### src/rtl/agc_gain_loop.sv
// Closed-loop AGC: counts threshold hits per sample window, integrates (target - hits)
// into a saturating accumulator and drives the DAC control word v.
module agc_gain_loop #(
  parameter int WIN_LOG2 = 12,
  parameter int FRAC     = 6
) (
  input  logic                  clk,
  input  logic                  reset,
  input  logic                  enable,
  input  logic                  manual,
  input  logic [9:0]            manual_v,
  input  logic [7:0]            threshold,
  input  logic [WIN_LOG2:0]     target,
  input  logic                  sample_valid,
  input  logic [7:0]            sample,
  output logic [9:0]            v,
  output logic                  update,
  output logic                  sat_hi,
  output logic                  sat_lo,
  output logic [WIN_LOG2:0]     last_hits
);

  localparam int AW = 10 + FRAC;
  localparam int SW = AW + 2;
  localparam int EW = WIN_LOG2 + 2;

  typedef enum logic {ACCUM, UPDT} state_t;
  state_t state, state_nx;

  logic [AW-1:0]          acc;
  logic [WIN_LOG2-1:0]    scnt;
  logic [WIN_LOG2:0]      hcnt;
  logic [WIN_LOG2:0]      hcnt_nx;
  logic [WIN_LOG2:0]      hit_latch;
  logic                   upd_d;
  logic [7:0]             mag;
  logic                   hit;
  logic                   run;
  logic                   snap;
  logic signed [EW-1:0]   err;
  logic signed [SW-1:0]   sum;

  always_comb begin
    mag     = sample[7] ? (~sample + 8'd1) : sample;
    hit     = sample_valid & (mag >= threshold);
    run     = enable & ~manual;
    snap    = run & sample_valid & (scnt == '1);
    hcnt_nx = hcnt + {{WIN_LOG2{1'b0}}, hit};
    err     = $signed({1'b0, target}) - $signed({1'b0, hit_latch});
    sum     = $signed({2'b00, acc}) + $signed({{(SW-EW){err[EW-1]}}, err});
  end

  // pend is represented by the UPDT state; leaving run mode drops it
  always_comb begin
    state_nx = state;
    if (!run)
      state_nx = ACCUM;
    else if (snap)
      state_nx = UPDT;
    else if (state == UPDT)
      state_nx = ACCUM;
  end

  always_ff @(posedge clk) begin
    if (reset)
      state <= ACCUM;
    else
      state <= state_nx;
  end

  always_ff @(posedge clk) begin
    if (reset) begin
      acc       <= {10'd512, {FRAC{1'b0}}};
      v         <= 10'd512;
      update    <= 1'b0;
      upd_d     <= 1'b0;
      sat_hi    <= 1'b0;
      sat_lo    <= 1'b0;
      hit_latch <= '0;
      scnt      <= '0;
      hcnt      <= '0;
    end else if (manual) begin
      acc    <= {manual_v, {FRAC{1'b0}}};
      v      <= manual_v;
      update <= 1'b0;
      upd_d  <= 1'b0;
      sat_hi <= 1'b0;
      sat_lo <= 1'b0;
      scnt   <= '0;
      hcnt   <= '0;
    end else if (!enable) begin
      update <= 1'b0;
      upd_d  <= 1'b0;
      scnt   <= '0;
      hcnt   <= '0;
    end else begin
      update <= upd_d;
      upd_d  <= 1'b0;
      if (upd_d)
        v <= acc[AW-1:FRAC];
      if (sample_valid) begin
        if (snap) begin
          hit_latch <= hcnt_nx;
          scnt      <= '0;
          hcnt      <= '0;
        end else begin
          scnt <= scnt + 1'b1;
          hcnt <= hcnt_nx;
        end
      end
      if (state == UPDT) begin
        upd_d <= 1'b1;
        if (sum[SW-1]) begin
          acc    <= '0;
          sat_lo <= 1'b1;
          sat_hi <= 1'b0;
        end else if (sum[AW]) begin
          acc    <= '1;
          sat_hi <= 1'b1;
          sat_lo <= 1'b0;
        end else begin
          acc    <= sum[AW-1:0];
          sat_hi <= 1'b0;
          sat_lo <= 1'b0;
        end
      end
    end
  end

  assign last_hits = hit_latch;

endmodule

### config.mk
export PLATFORM = sky130hd
export DESIGN_NAME = agc_gain_loop
export DESIGN_NICKNAME = d
export VERILOG_FILES = /design/src/rtl/agc_gain_loop.sv
export SDC_FILE = /design/constraint.sdc
export NUM_CORES = 1
export LEC_CHECK = 0
export ABC_AREA = 1
export ABC_CLOCK_PERIOD_IN_PS = 5500
export BUFFER_PORTS_ARGS = -buffer_cell sky130_fd_sc_hd__buf_2
export CAP_MARGIN = 20
export CORE_ASPECT_RATIO = 1.2
export CORE_MARGIN = 8
export CORE_UTILIZATION = 63
export DETAILED_ROUTE_END_ITERATION = 10
export GPL_TIMING_DRIVEN = 0
export PLACE_DENSITY = 0.91
export SYNTH_ARGS = -nofsm -noshare
export SYNTH_HDL_FRONTEND = slang
export SYNTH_SLANG_ARGS = --single-unit
export TNS_END_PERCENT = 20
### constraint.sdc
create_clock -name clk -period 5.5 [get_ports clk]
set_input_delay 0.55 -clock clk [delete_from_list [all_inputs] [get_ports clk]]
set_output_delay 0.55 -clock clk [all_outputs]
set_load 0.005 [all_outputs]
# Word level (Yosys, flattened, before mapping)
# Index checks and enable logic that the tools add are counted.
[totals] rom_bits=0 inputBits=44 ramBits=0 regBits=69 elab_cells=52 memories=0 latch_bits=0 output_inout_bits=26
[classes] bitwise_logic=8 reduce_logical=10 magnitude_cmp=1 n_div=0 mux=16 n_shift=0 eq_ne=1 mul=0 add_sub_neg=5
[op_table] operator="2-to-1 mux 16 bit" count=5
[op_table] operator="2-to-1 mux 10 bit" count=3
[op_table] operator="adder 17 x 14 -> 18 bit" count=1
[op_table] operator="subtractor 13 x 13 -> 14 bit" count=1
[op_table] operator="adder 13 x 1 -> 13 bit" count=1
[op_table] operator="2-to-1 mux 13 bit" count=1
[op_table] operator="adder 12 x 1 -> 12 bit (second input constant)" count=1
[op_table] operator="equality test 12 bit (second input constant)" count=1
[op_table] operator="2-to-1 mux 12 bit" count=1
[op_table] operator="adder 8 x 1 -> 8 bit (second input constant)" count=1
[op_table] operator=">= comparator 8 bit" count=1
[op_table] operator="2-to-1 mux 8 bit" count=1
[op_table] operator="NOT 8 bit" count=1
[op_table] operator="AND reduction 2 bit" count=3
[op_table] operator="nonzero test 2 bit" count=3
[op_table] operator="2-to-1 mux 1 bit" count=5
[op_table] operator="bitwise AND 1 bit" count=4
[op_table] operator="AND reduction 4 bit" count=1
[op_table] operator="OR reduction 2 bit" count=2
[op_table] operator="NOT 1 bit" count=3
[op_table] operator="OR reduction 3 bit" count=1

# Depth between registers and ports, before layout
# Gate-level depths: netlist of run 1.
[logic_depth] word_depth=7 depth_mapped=25

# Least setup slack after synthesis of run 1
# No wires, ideal clock.
[synth_path] kind="input port to flip-flop" from="input target[0]" to="register acc[5]" slack_ns=2.134 arrival_time_ns=3.293 required_time_ns=5.428 cell_stages=22 cell_sequence="inv_1 ha_1 fa_1 o21ai_1 a21oi_1 o21ai_1 a21oi_1 xor2_1 inv_1 ha_1 nand2_1 inv_1 nand2_1 nand2_1 nand2_1 nand2_1 a21oi_1 nand2_2 buf_6 nand3b_1 nand3_1 a21oi_1"
[synth_between] elab_chain_cells=4
[synth_rtl] element="from (decl)" line="13" source="input logic [WIN_LOG2:0] target,"
[synth_rtl] element="subtractor 13 x 13 -> 14 bit *" line="49" source="err = $signed({1'b0, target}) - $signed({1'b0, hit_latch});"
[synth_rtl] element="adder 17 x 14 -> 18 bit *" line="50" source="sum = $signed({2'b00, acc}) + $signed({{(SW-EW){err[EW-1]}}, err});"
[synth_rtl] element="2-to-1 mux 16 bit" line="117" source="end else if (sum[AW]) begin"
[synth_rtl] element="2-to-1 mux 16 bit *" line="113" source="if (sum[SW-1]) begin"
[synth_rtl] element="to (signal assigned)" line="73" source="acc <= {10'd512, {FRAC{1'b0}}};"
[synth_rtl] element="to (signal assigned)" line="83" source="acc <= {manual_v, {FRAC{1'b0}}};"
[synth_rtl] element="to (signal assigned)" line="122" source="acc <= sum[AW-1:0];"
[synth_rtl] element="to (decl)" line="30" source="logic [AW-1:0] acc;"
# Every way passes the cells marked *; elsewhere a longest branch is shown, timed or not.
# A chain may end at the register's enable or synchronous reset.

# Worst setup path after layout of run 1
[layout_path] from="register hit_latch[0], in the netlist last_hits[0]" to="register acc[11]"
[layout_between] elab_chain_cells=7
[layout_rtl] element="from (decl)" line="34" source="logic [WIN_LOG2:0] hit_latch;"
[layout_rtl] element="from (signal assigned)" line="103" source="hit_latch <= hcnt_nx;"
[layout_rtl] element="subtractor 13 x 13 -> 14 bit *" line="49"
[layout_rtl] element="adder 17 x 14 -> 18 bit *" line="50"
[layout_rtl] element="2-to-1 mux 16 bit" line="117"
[layout_rtl] element="2-to-1 mux 16 bit *" line="113"
[layout_rtl] element="2-to-1 mux 16 bit *" line="111" source="if (state == UPDT) begin"
[layout_rtl] element="2-to-1 mux 16 bit *" line="91" source="end else if (!enable) begin"
[layout_rtl] element="2-to-1 mux 16 bit *" line="82" source="end else if (manual) begin"
# Every way passes the cells marked *; elsewhere a longest branch is shown, timed or not. The select of a mux whose other input is x is not followed.

==> impl_metrics.ini, run 1 <==
[synthesis]
yosys.area_share.xor_xnor = 0.0645
synth_fa_ha_area_frac = 0.112
syn_nets = 874
mappedNetlistArea_mm2 = 0.00516
synth_top_family_by_area = simple AND/OR/NAND/NOR gates
synth_cells = 785
yosysUniqueCellTypes = 40
avgSynthCellArea_um2 = 6.57
synth_edf_count = 0
seq_area_frac_synth = 0.268
yosysWarnings = 0
synth_simple_gate_area_frac = 0.318
synthArstFlopShare = 0
synth.area.mux_share = 0
synth-compound-area-share = 0.129
ys_seq_elements = 69
synth_flop_cell = dfxtp_1

[setup_path]
cp.required_ns = 5.79
worstSetupPathType = flop to flop
r2r_setup_slack_ns = 1.75
timing.rr.start = last_hits[0]$_SDFFE_PP0P_
r2r_cells = 21
cp-startpoint = last_hits[0]$_SDFFE_PP0P_
startpoint_type = flop
endpoint_kind = flop
worstPathArrival_ns = 4.03
path_max_fanout = 10
r2r_end = acc[11]$_SDFFE_PP0P_

[routing]
avgRoutedWirePerCell_um = 14.1
dr_total_vias = 5280
drt-initial-drc-count = 222
drc = 0
drtAntennaViolNets = 0
drt-total-wl_mm = 13.6
viasPerCell = 5.48
drt_first_pass_iters = 4

[clock_tree]
cts_buffer_depth = 2
cts_sinks = 69
holdBufCountCts = 0
post_cts_resized = 0
cts-root-buf = clkbuf_8
cts_tree = built
cts_htree_levels = 3
cts_setup_buffers = 0
numCtsBuffers = 9
cts.reportedPaths.clkPinSlew_ns = 0.09
clkLatencyLatePin_ns = 0.35

[pwr]
p_per_area_mw_per_mm2 = 213
seq_power_share = 0.415
power_frac_clock = 0.353
p_sw_frac = 0.323
power.switching_mw = 0.401
ir_worst_vdd_v = 0.000158
p_int_mw = 0.842
comb_power_share = 0.232
leakage_nw = 2.86

[sta]
holdWs_ns = 0.368
fin_tns_setup_ns = 0
fmax_mhz = 267
hold_violations = 0
relSlewSlack = 0.578
period_minus_slack_ns = 3.75
tightest_slew_ns = 0.631
finalCritPeriodShare = 0.681
rsz0062_at_grt = false
skew_ns = 0.0111
setup_violations = 0
drv_slew = 0

[run_status]
status = completed

[placed_design]
gp_congestion = 0.957
port_buffers = 67
hpwl_mm = 11.2

[floorplan]
num_rows = 36
die_w_um = 98.6
io_pins = 70
die-area_mm2 = 0.0114
start_util = 0.643
fp.dieH_um = 115
core_area_mm2 = 0.00802

[min_path]
holdPathEnd = acc[6]$_SDFFE_PP0P_
whs_path_depth = 2
hold_path_class = input port to flop
hp-start = reset

[global_route]
antenna_found_initial = 0
grtUsageTotal = 0.246
first_global_vias = 5346
grt_max_degree = 14
grt_pass1_wl_mm = 22.9
grt.overflow.total = 0

[cells_and_area]
antenna_cells = 0
drive_gt1_frac = 0.130
area_growth_pct = 12.8
nNetsFinal = 952

[flow_run]
drv_cap = 0
-- registers in the layout (all words and copies together), names as in the netlist --
| name | cells |
|---|---|
| acc | 16 |
| hcnt | 13 |
| last_hits | 13 |
| sat_hi | 1 |
| sat_lo | 1 |
| scnt | 12 |
| state | 1 |
| upd_d | 1 |
| update | 1 |
| v | 10 |
-- cells in the mapped netlist (all sizes together), types with 2 or more instances --
cell type | number | area, um^2
a21boi | 2 | 15.0
a21o | 3 | 22.5
a21oi | 97 | 485
buf | 6 | 61.3
clkbuf | 10 | 37.5
clkinv | 2 | 7.51
dfxtp | 69 | 1380
fa | 2 | 40.0
ha | 43 | 538
inv | 118 | 443
nand2 | 213 | 840
nand3 | 72 | 375
nand3b | 4 | 30.0
nand4 | 11 | 68.8
nor2 | 49 | 204
nor3 | 16 | 96.4
nor3b | 2 | 15.0
o21ai | 18 | 90.1
o21bai | 3 | 22.5
xnor2 | 19 | 166
xor2 | 19 | 166
-- stage by stage --
step           total power [mW]  worst slack, ns  instances   util  cell area (um^2)
2_1_floorplan             0.731             2.13        785      -              5160
3_3_place_gp              0.803             1.55        947  0.700              5610
3_5_place_dp              0.813             1.51        947  0.700              5610
4_1_cts                    1.24             1.78        963  0.726              5820
5_1_grt                    1.30             1.50        963  0.726              5820
6_report                   1.24             1.75        963  0.726              5820
-- critical path, cell delays in order, from the launching register on --
cell,delay [ns]
dfxtp_1,0.33
ha_1,0.24
fa_1,0.41
o21ai_1,0.31
a21oi_1,0.17
o21ai_1,0.22
a21oi_1,0.11
xor2_1,0.17
inv_1,0.09
ha_1,0.34
nand2_1,0.15
inv_1,0.05
nand2_1,0.06
nand2_1,0.06
nand2_1,0.06
nand2_1,0.07
a21oi_1,0.16
nand2_2,0.17
buf_6,0.20
nand3_1,0.12
nand3_1,0.09
a21oi_1,0.12
-- kinds of logic after synthesis --
group,count (synthesis)
buffers and inverters,137
and+or+nand+nor,369
xor gates and xnor gates,38
adders and majority gates,45
DFF,69
AOI/OAI and AO/OA,127
-- layout by cell type (no fill, tap or decap), types with 19 or more instances in the layout --
| cell | n |
|---|---|
| a21oi_1 | 97 |
| buf_2 | 68 |
| xor2_1 | 19 |
| nand2_1 | 201 |
| nand3_1 | 69 |
| xnor2_1 | 19 |
| ha_1 | 43 |
| inv_1 | 117 |
| dfxtp_1 | 69 |
| nor2_1 | 43 |
-- power by group through the flow --
stage / clock network [mW] / registers (mW) / logic [mW]
after detailed placement: 0 / 0.527 / 0.286
after floorplan: 0 / 0.526 / 0.206
after CTS: 0.441 / 0.515 / 0.288
final: 0.438 / 0.515 / 0.289
after global routing: 0.458 / 0.517 / 0.325
after global placement: 0 / 0.527 / 0.276
-- metal layers --
| layer | global-route usage | vias to the layer above | wire (um) |
|---|---|---|---|
| met5 | 0 | - | 0 |
| met4 | 0.157 | 0 | 726 |
| met3 | 0.0327 | 51 | 484 |
| met2 | 0.466 | 133 | 7180 |
| met1 | 0.248 | 2395 | 5230 |
| li1 | - | 2701 | - |
-- layout make-up --
cell class | count | area (um^2)
Sequential cell | 69 | 1380
Multi-Input combinational cell | 579 | 3220
Timing Repair Buffer | 67 | 335
Clock buffer | 10 | 138
Fill cell | 663 | 2200
Tap cell | 95 | 119
Clock inverter | 6 | 70.1
Inverter | 120 | 450
Buffer | 17 | 108
-- worst max path at each step --
stage	to	slack, ns	cells past startpoint
finish	acc[11]$_SDFFE_PP0P_	1.75	21
global route	acc[12]$_SDFFE_PP0P_	1.50	21
CTS	acc[11]$_SDFFE_PP0P_	1.78	21
detailed placement	acc[11]$_SDFFE_PP0P_	1.51	23
global placement	acc[11]$_SDFFE_PP0P_	1.55	23
floorplan	acc[5]$_SDFFE_PP0P_	2.13	22
No activity file was read; power rests on OpenSTA's default activity.
==> run 2: changes to the inputs <==
Settings changed: ABC_CLOCK_PERIOD_IN_PS 5500 to 3440, CORE_UTILIZATION 63 to 53, PLACE_DENSITY 0.91 to 0.82.
Clock period 5.5 ns to 3.44 ns, I/O delays scaled along.
==> impl_metrics.ini, run 2 (synthesis results as in run 1) <==
[run_status]
status = completed

[sta]
layout_setup_ws_ns = 0.0962
fin_tns_setup_ns = 0
finalCritPeriodShare = 0.972
tightest_slew_ns = 0.595
skew_ns = 0.00564
drv_slew = 0
hold_violations = 0
period_minus_slack_ns = 3.34
setup_violations = 0
rsz0062_at_grt = true
fmax_mhz = 299
relSlewSlack = 0.602

[pwr]
comb_power_share = 0.240
p_sw_frac = 0.309
leakage_nw = 3.10
power_mw = 2.33
seq_power_share = 0.354
power_frac_clock = 0.405
ir_worst_vdd_v = 0.000323
power.switching_mw = 0.719
p_int_mw = 1.61
p_per_area_mw_per_mm2 = 362

[min_path]
hold_path_class = input port to flop
whs_path_depth = 2

[cells_and_area]
final_util = 0.675
nNetsFinal = 980
drive_gt1_frac = 0.209
multi_input_area_mm2 = 0.00345
final_common_cell = nand2_1
area_growth_pct = 24.5
largest_register_ffs = 16
seqCellArea_mm2 = 0.00139
nFillCells = 850
antenna_cells = 0
final_cell_mix = 190 x nand2_1, 115 x inv_1, 91 x a21oi_1, 68 x buf_2
regMostFlops = acc

[floorplan]
num_rows = 39
start_util = 0.542
io_pins = 70
core_area_mm2 = 0.00952
die_w_um = 106
fp.dieH_um = 124
die-area_mm2 = 0.0132

[routing]
top_layer_used = met4
drt-total-wl_mm = 15.0
wl_met1_mm = 5.72
wl_met3_um = 804
drt_first_pass_iters = 5
drc = 0
viasPerCell = 5.47
wl_met2_mm = 7.97
drtAntennaViolNets = 0
dr_total_vias = 5579
drt-initial-drc-count = 288
avgRoutedWirePerCell_um = 14.8

[setup_path]
timing.rr.start = last_hits[0]$_SDFFE_PP0P_
cp-startpoint = last_hits[0]$_SDFFE_PP0P_
endpoint_kind = flop
startpoint_type = flop
r2r_end = acc[9]$_SDFFE_PP0P_
cp.required_ns = 3.71
r2r_setup_slack_ns = 0.1
worstSetupPathType = flop to flop
worstPathArrival_ns = 3.61
cp-endpoint = acc[9]$_SDFFE_PP0P_
path_max_fanout = 8
r2r_cells = 19

[placed_design]
preCtsSetupSlack_ns = -0.396
hpwl_mm = 10.8
port_buffers = 67
gp_congestion = 0.964

[clock_tree]
clkLatencyLatePin_ns = 0.34
numCtsBuffers = 9
cts_buffer_depth = 2
cts_tree = built
holdBufCountCts = 0
cts_htree_levels = 3
cts_sinks = 69
cts-root-buf = clkbuf_16
cts.reportedPaths.clkPinSlew_ns = 0.06

[global_route]
first_global_vias = 5061
grt_pass1_wl_mm = 22.5
grt.overflow.total = 0
grt_max_degree = 14
antenna_found_initial = 0
grtUsageTotal = 0.210

[flow_run]
drv_cap = 0
==> run 2: cell types whose count changed in the layout (fill, tap and decap cells not counted), sizes merged <==
cell      change
clkinv        +4
inv           -1
clkinvlp      -2
buf          +27
==> run 2: cell type report <==
| class | instances | area share |
|---|---|---|
| plain buffers | 17 | 0.0173 |
| clock buffers | 9 | 0.0351 |
| clock inverters | 7 | 0.0115 |
| inverters | 120 | 0.0705 |
| multi-input cells | 579 | 0.537 |
| flip-flops and latches | 69 | 0.216 |
| well taps | 123 | 0.0240 |
| repair buffers | 95 | 0.0883 |
==> run 2: worst min-delay path by stage <==
stage | from | end | slack, ns
global placement | hcnt[0]$_SDFFE_PP0P_ | hcnt[0]$_SDFFE_PP0P_ | 0.46
floorplan | hcnt[0]$_SDFFE_PP0P_ | hcnt[0]$_SDFFE_PP0P_ | 0.45
detailed placement | acc[3]$_SDFFE_PP0P_ | acc[3]$_SDFFE_PP0P_ | 0.46
global route | reset | acc[6]$_SDFFE_PP0P_ | 0.19
finish | reset | acc[6]$_SDFFE_PP0P_ | 0.19
CTS | reset | acc[6]$_SDFFE_PP0P_ | 0.19
==> run 2: through the flow <==
stage               cells  instance area [um^2]  hold WS [ns]
finish               1019                  6420         0.191
global route         1019                  6420         0.193
detailed placement    975                  5650         0.462
floorplan             785                  5160         0.449
global placement      975                  5650         0.460
CTS                   994                  6020         0.188
==> run 2: worst max-delay path: stages, from the launching register on <==
cell and delay [ns]:
dfxtp_2 0.35, ha_4 0.18, fa_2 0.38, o21ai_2 0.20, a21oi_2 0.10, o21ai_2 0.15, a21oi_1 0.09, xor2_1 0.16
inv_1 0.11, ha_4 0.31, nand2_2 0.07, buf_4 0.15, nor3_4 0.21, nand2_1 0.10, nand2_2 0.12, nand2_4 0.11
clkbuf_16 0.18, nand3_1 0.10, nand3_1 0.08, a21oi_1 0.14
==> run 2: per-layer routing <==
metal | GRT usage | vias up
met3 | 0.0399 | 58
met4 | 0.104 | 0
met1 | 0.220 | 2576
met2 | 0.395 | 185
li1 | - | 2760
met5 | 0 | -
==> run 2: power by group through the flow <==
stage | Combinational, mW | Clock (mW) | Sequential [mW]
2_1_floorplan | 0.329 | 0 | 0.841
3_3_place_gp | 0.447 | 0 | 0.842
3_5_place_dp | 0.454 | 0 | 0.842
4_1_cts | 0.473 | 0.945 | 0.825
5_1_grt | 0.616 | 0.976 | 0.826
6_report | 0.559 | 0.943 | 0.825
==> run 2: repair_timing <==
action / 4_1_cts / 5_1_grt
pin swaps: 3 / 21
endpoints found under the setup margin: 18 / 22
gates cloned: 0 / 2
setup buffers: 3 / 23
resized for setup: 9 / 49
==> run 3: changes to the inputs <==
Settings changed: CORE_ASPECT_RATIO 1.2 to not set.
==> impl_metrics.ini, run 3 (synthesis results as in run 1) <==
[run_status]
status = completed

[global_route]
first_global_vias = 5043
grt_max_degree = 13
grt_pass1_wl_mm = 22.6
grt.overflow.total = 0
grtUsageTotal = 0.214
antenna_found_initial = 0

[floorplan]
die_w_um = 115
io_pins = 70
die-area_mm2 = 0.0131
fp.dieH_um = 115
start_util = 0.538
num_rows = 36
core_area_mm2 = 0.00959

[sta]
relSlewSlack = 0.582
period_minus_slack_ns = 3.27
skew_ns = 0.0168
rsz0062_at_grt = true
holdWs_ns = 0.173
finalCritPeriodShare = 0.950
setup_violations = 0
tightest_slew_ns = 0.625
drv_slew = 0
fmax_mhz = 306
hold_violations = 0

[pwr]
power.switching_mw = 0.653
p_sw_frac = 0.298
seq_power_share = 0.375
p_int_mw = 1.54
power_frac_clock = 0.391
leakage_nw = 2.99
p_per_area_mw_per_mm2 = 352
comb_power_share = 0.233
ir_worst_vdd_v = 0.000270

[cells_and_area]
regMostFlops = acc
largest_register_ffs = 16
final_cell_mix = 195 x nand2_1, 116 x inv_1, 92 x a21oi_1, 68 x buf_2, 67 x nand3_1
final_common_cell = nand2_1
final_util = 0.649
nNetsFinal = 968
multi_input_area_mm2 = 0.00339
seqCellArea_mm2 = 0.00139
drive_gt1_frac = 0.187
nFillCells = 857
final_cells = 1017
antenna_cells = 0
area_growth_pct = 20.7

[clock_tree]
cts_sinks = 69
numCtsBuffers = 9
cts.reportedPaths.clkPinSlew_ns = 0.08
clkLatencyLatePin_ns = 0.36
cts_tree = built
cts_htree_levels = 3
cts-root-buf = clkbuf_8
cts_buffer_depth = 2
holdBufCountCts = 0

[routing]
dr_total_vias = 5391
viasPerCell = 5.30
drt-total-wl_mm = 14.2
drt-initial-drc-count = 277
drc = 0
avgRoutedWirePerCell_um = 14.0
drt_first_pass_iters = 5
drtAntennaViolNets = 0

[setup_path]
cpPeakStageDelay_ns = 0.36
crit_top_cell = nand2_1
crit_cells = 20
path_max_fanout = 6
endpoint_kind = flop
cpMaxStageDelayCell = fa_2
cp.required_ns = 3.72
worstSetupPathType = flop to flop
path_cells = ha_2 > fa_2 > o21ai_2 > buf_4 > nand4_1 > nand4_1 > xor2_2 > ha_1 > nand2_1 > inv_1 > nand2_1 > inv_1 > nand2_1 > nand2_1 > a21oi_2 > nand2_2 > buf_6 > nand3_1 > nand3_1 > a21oi_1
critical_path.top_delay_family = adder cells
cp_num_buf_inv = 4
r2r_cells = 20
startpoint_type = flop
worstPathArrival_ns = 3.55

[placed_design]
gp_congestion = 0.939
hpwl_mm = 10.8
port_buffers = 67
dp_cells = 985

[min_path]
whs_path_depth = 2
hold_path_class = input port to flop

[flow_run]
drv_cap = 0
==> run 3: changes by cell type in the layout (fill, tap and decap cells not counted), sizes merged <==
cell	previous run	this run
clkbuf	20	21
inv	119	118
clkinv	6	3
buf	100	89
bufinv	1	3
==> run 3: path summary, 6_finish.rpt <==
path | startpoint | endpoint | slack (ns)
max | last_hits[0]$_SDFFE_PP0P_ | acc[7]$_SDFFE_PP0P_ | 0.17
min | reset | acc[6]$_SDFFE_PP0P_ | 0.17
max reg2reg | last_hits[0]$_SDFFE_PP0P_ | acc[7]$_SDFFE_PP0P_ | 0.17
min reg2reg | last_hits[3]$_SDFFE_PP0P_ | last_hits[3]$_SDFFE_PP0P_ | 0.47
==> run 3: area by class of cell <==
type                    count  area share
multi-input cells         579       0.545
repair buffers             83      0.0738
well taps                 133      0.0267
flip-flops and latches     69       0.223
plain buffers              17      0.0179
inverters                 120      0.0723
clock inverters             5      0.0171
clock buffers              11      0.0243
==> run 3: worst reg2reg max path, cell delays in order (launching register included) <==
cell	delay, ns
dfxtp_1	0.34
ha_2	0.20
fa_2	0.37
o21ai_2	0.20
buf_4	0.15
nand4_1	0.09
nand4_1	0.14
xor2_2	0.20
ha_1	0.32
nand2_1	0.12
inv_1	0.06
nand2_1	0.10
inv_1	0.05
nand2_1	0.06
nand2_1	0.07
a21oi_2	0.12
nand2_2	0.13
buf_6	0.18
nand3_1	0.06
nand3_1	0.08
a21oi_1	0.15
==> run 3: power groups by stage <==
| stage | combinational [mW] | sequential, mW | clock (mW) |
|---|---|---|---|
| after floorplan | 0.329 | 0.841 | 0 |
| after global placement | 0.446 | 0.842 | 0 |
| after detailed placement | 0.452 | 0.842 | 0 |
| after CTS | 0.461 | 0.823 | 0.864 |
| after global routing | 0.570 | 0.825 | 0.890 |
| final | 0.511 | 0.823 | 0.857 |
==> run 3: timing repair <==
| item | 4_1_cts | 5_1_grt |
|---|---|---|
| endpoints found under the setup margin | 18 | 22 |
| gates resized for setup | 2 | 43 |
| cloned | 0 | 1 |
| pin swaps | 2 | 14 |
| setup buffers | 4 | 11 |
==> run 3: layer usage <==
metal,GRT usage,wire length [um]
met1,0.244,5900
met2,0.384,7050
met3,0.0364,885
met4,0.0887,377
met5,0,0
==> run 3: metrics by stage <==
stage	setup WS, ns	cell area, um^2	power (mW)	TNS (ns)
6_report	0.173	6230	2.19	0
5_1_grt	-0.0498	6230	2.28	-0.343
4_1_cts	0.0417	5950	2.15	0
3_5_place_dp	-0.315	5660	1.29	-5.33
3_3_place_gp	-0.279	5660	1.29	-4.28
2_1_floorplan	0.280	5160	1.17	0
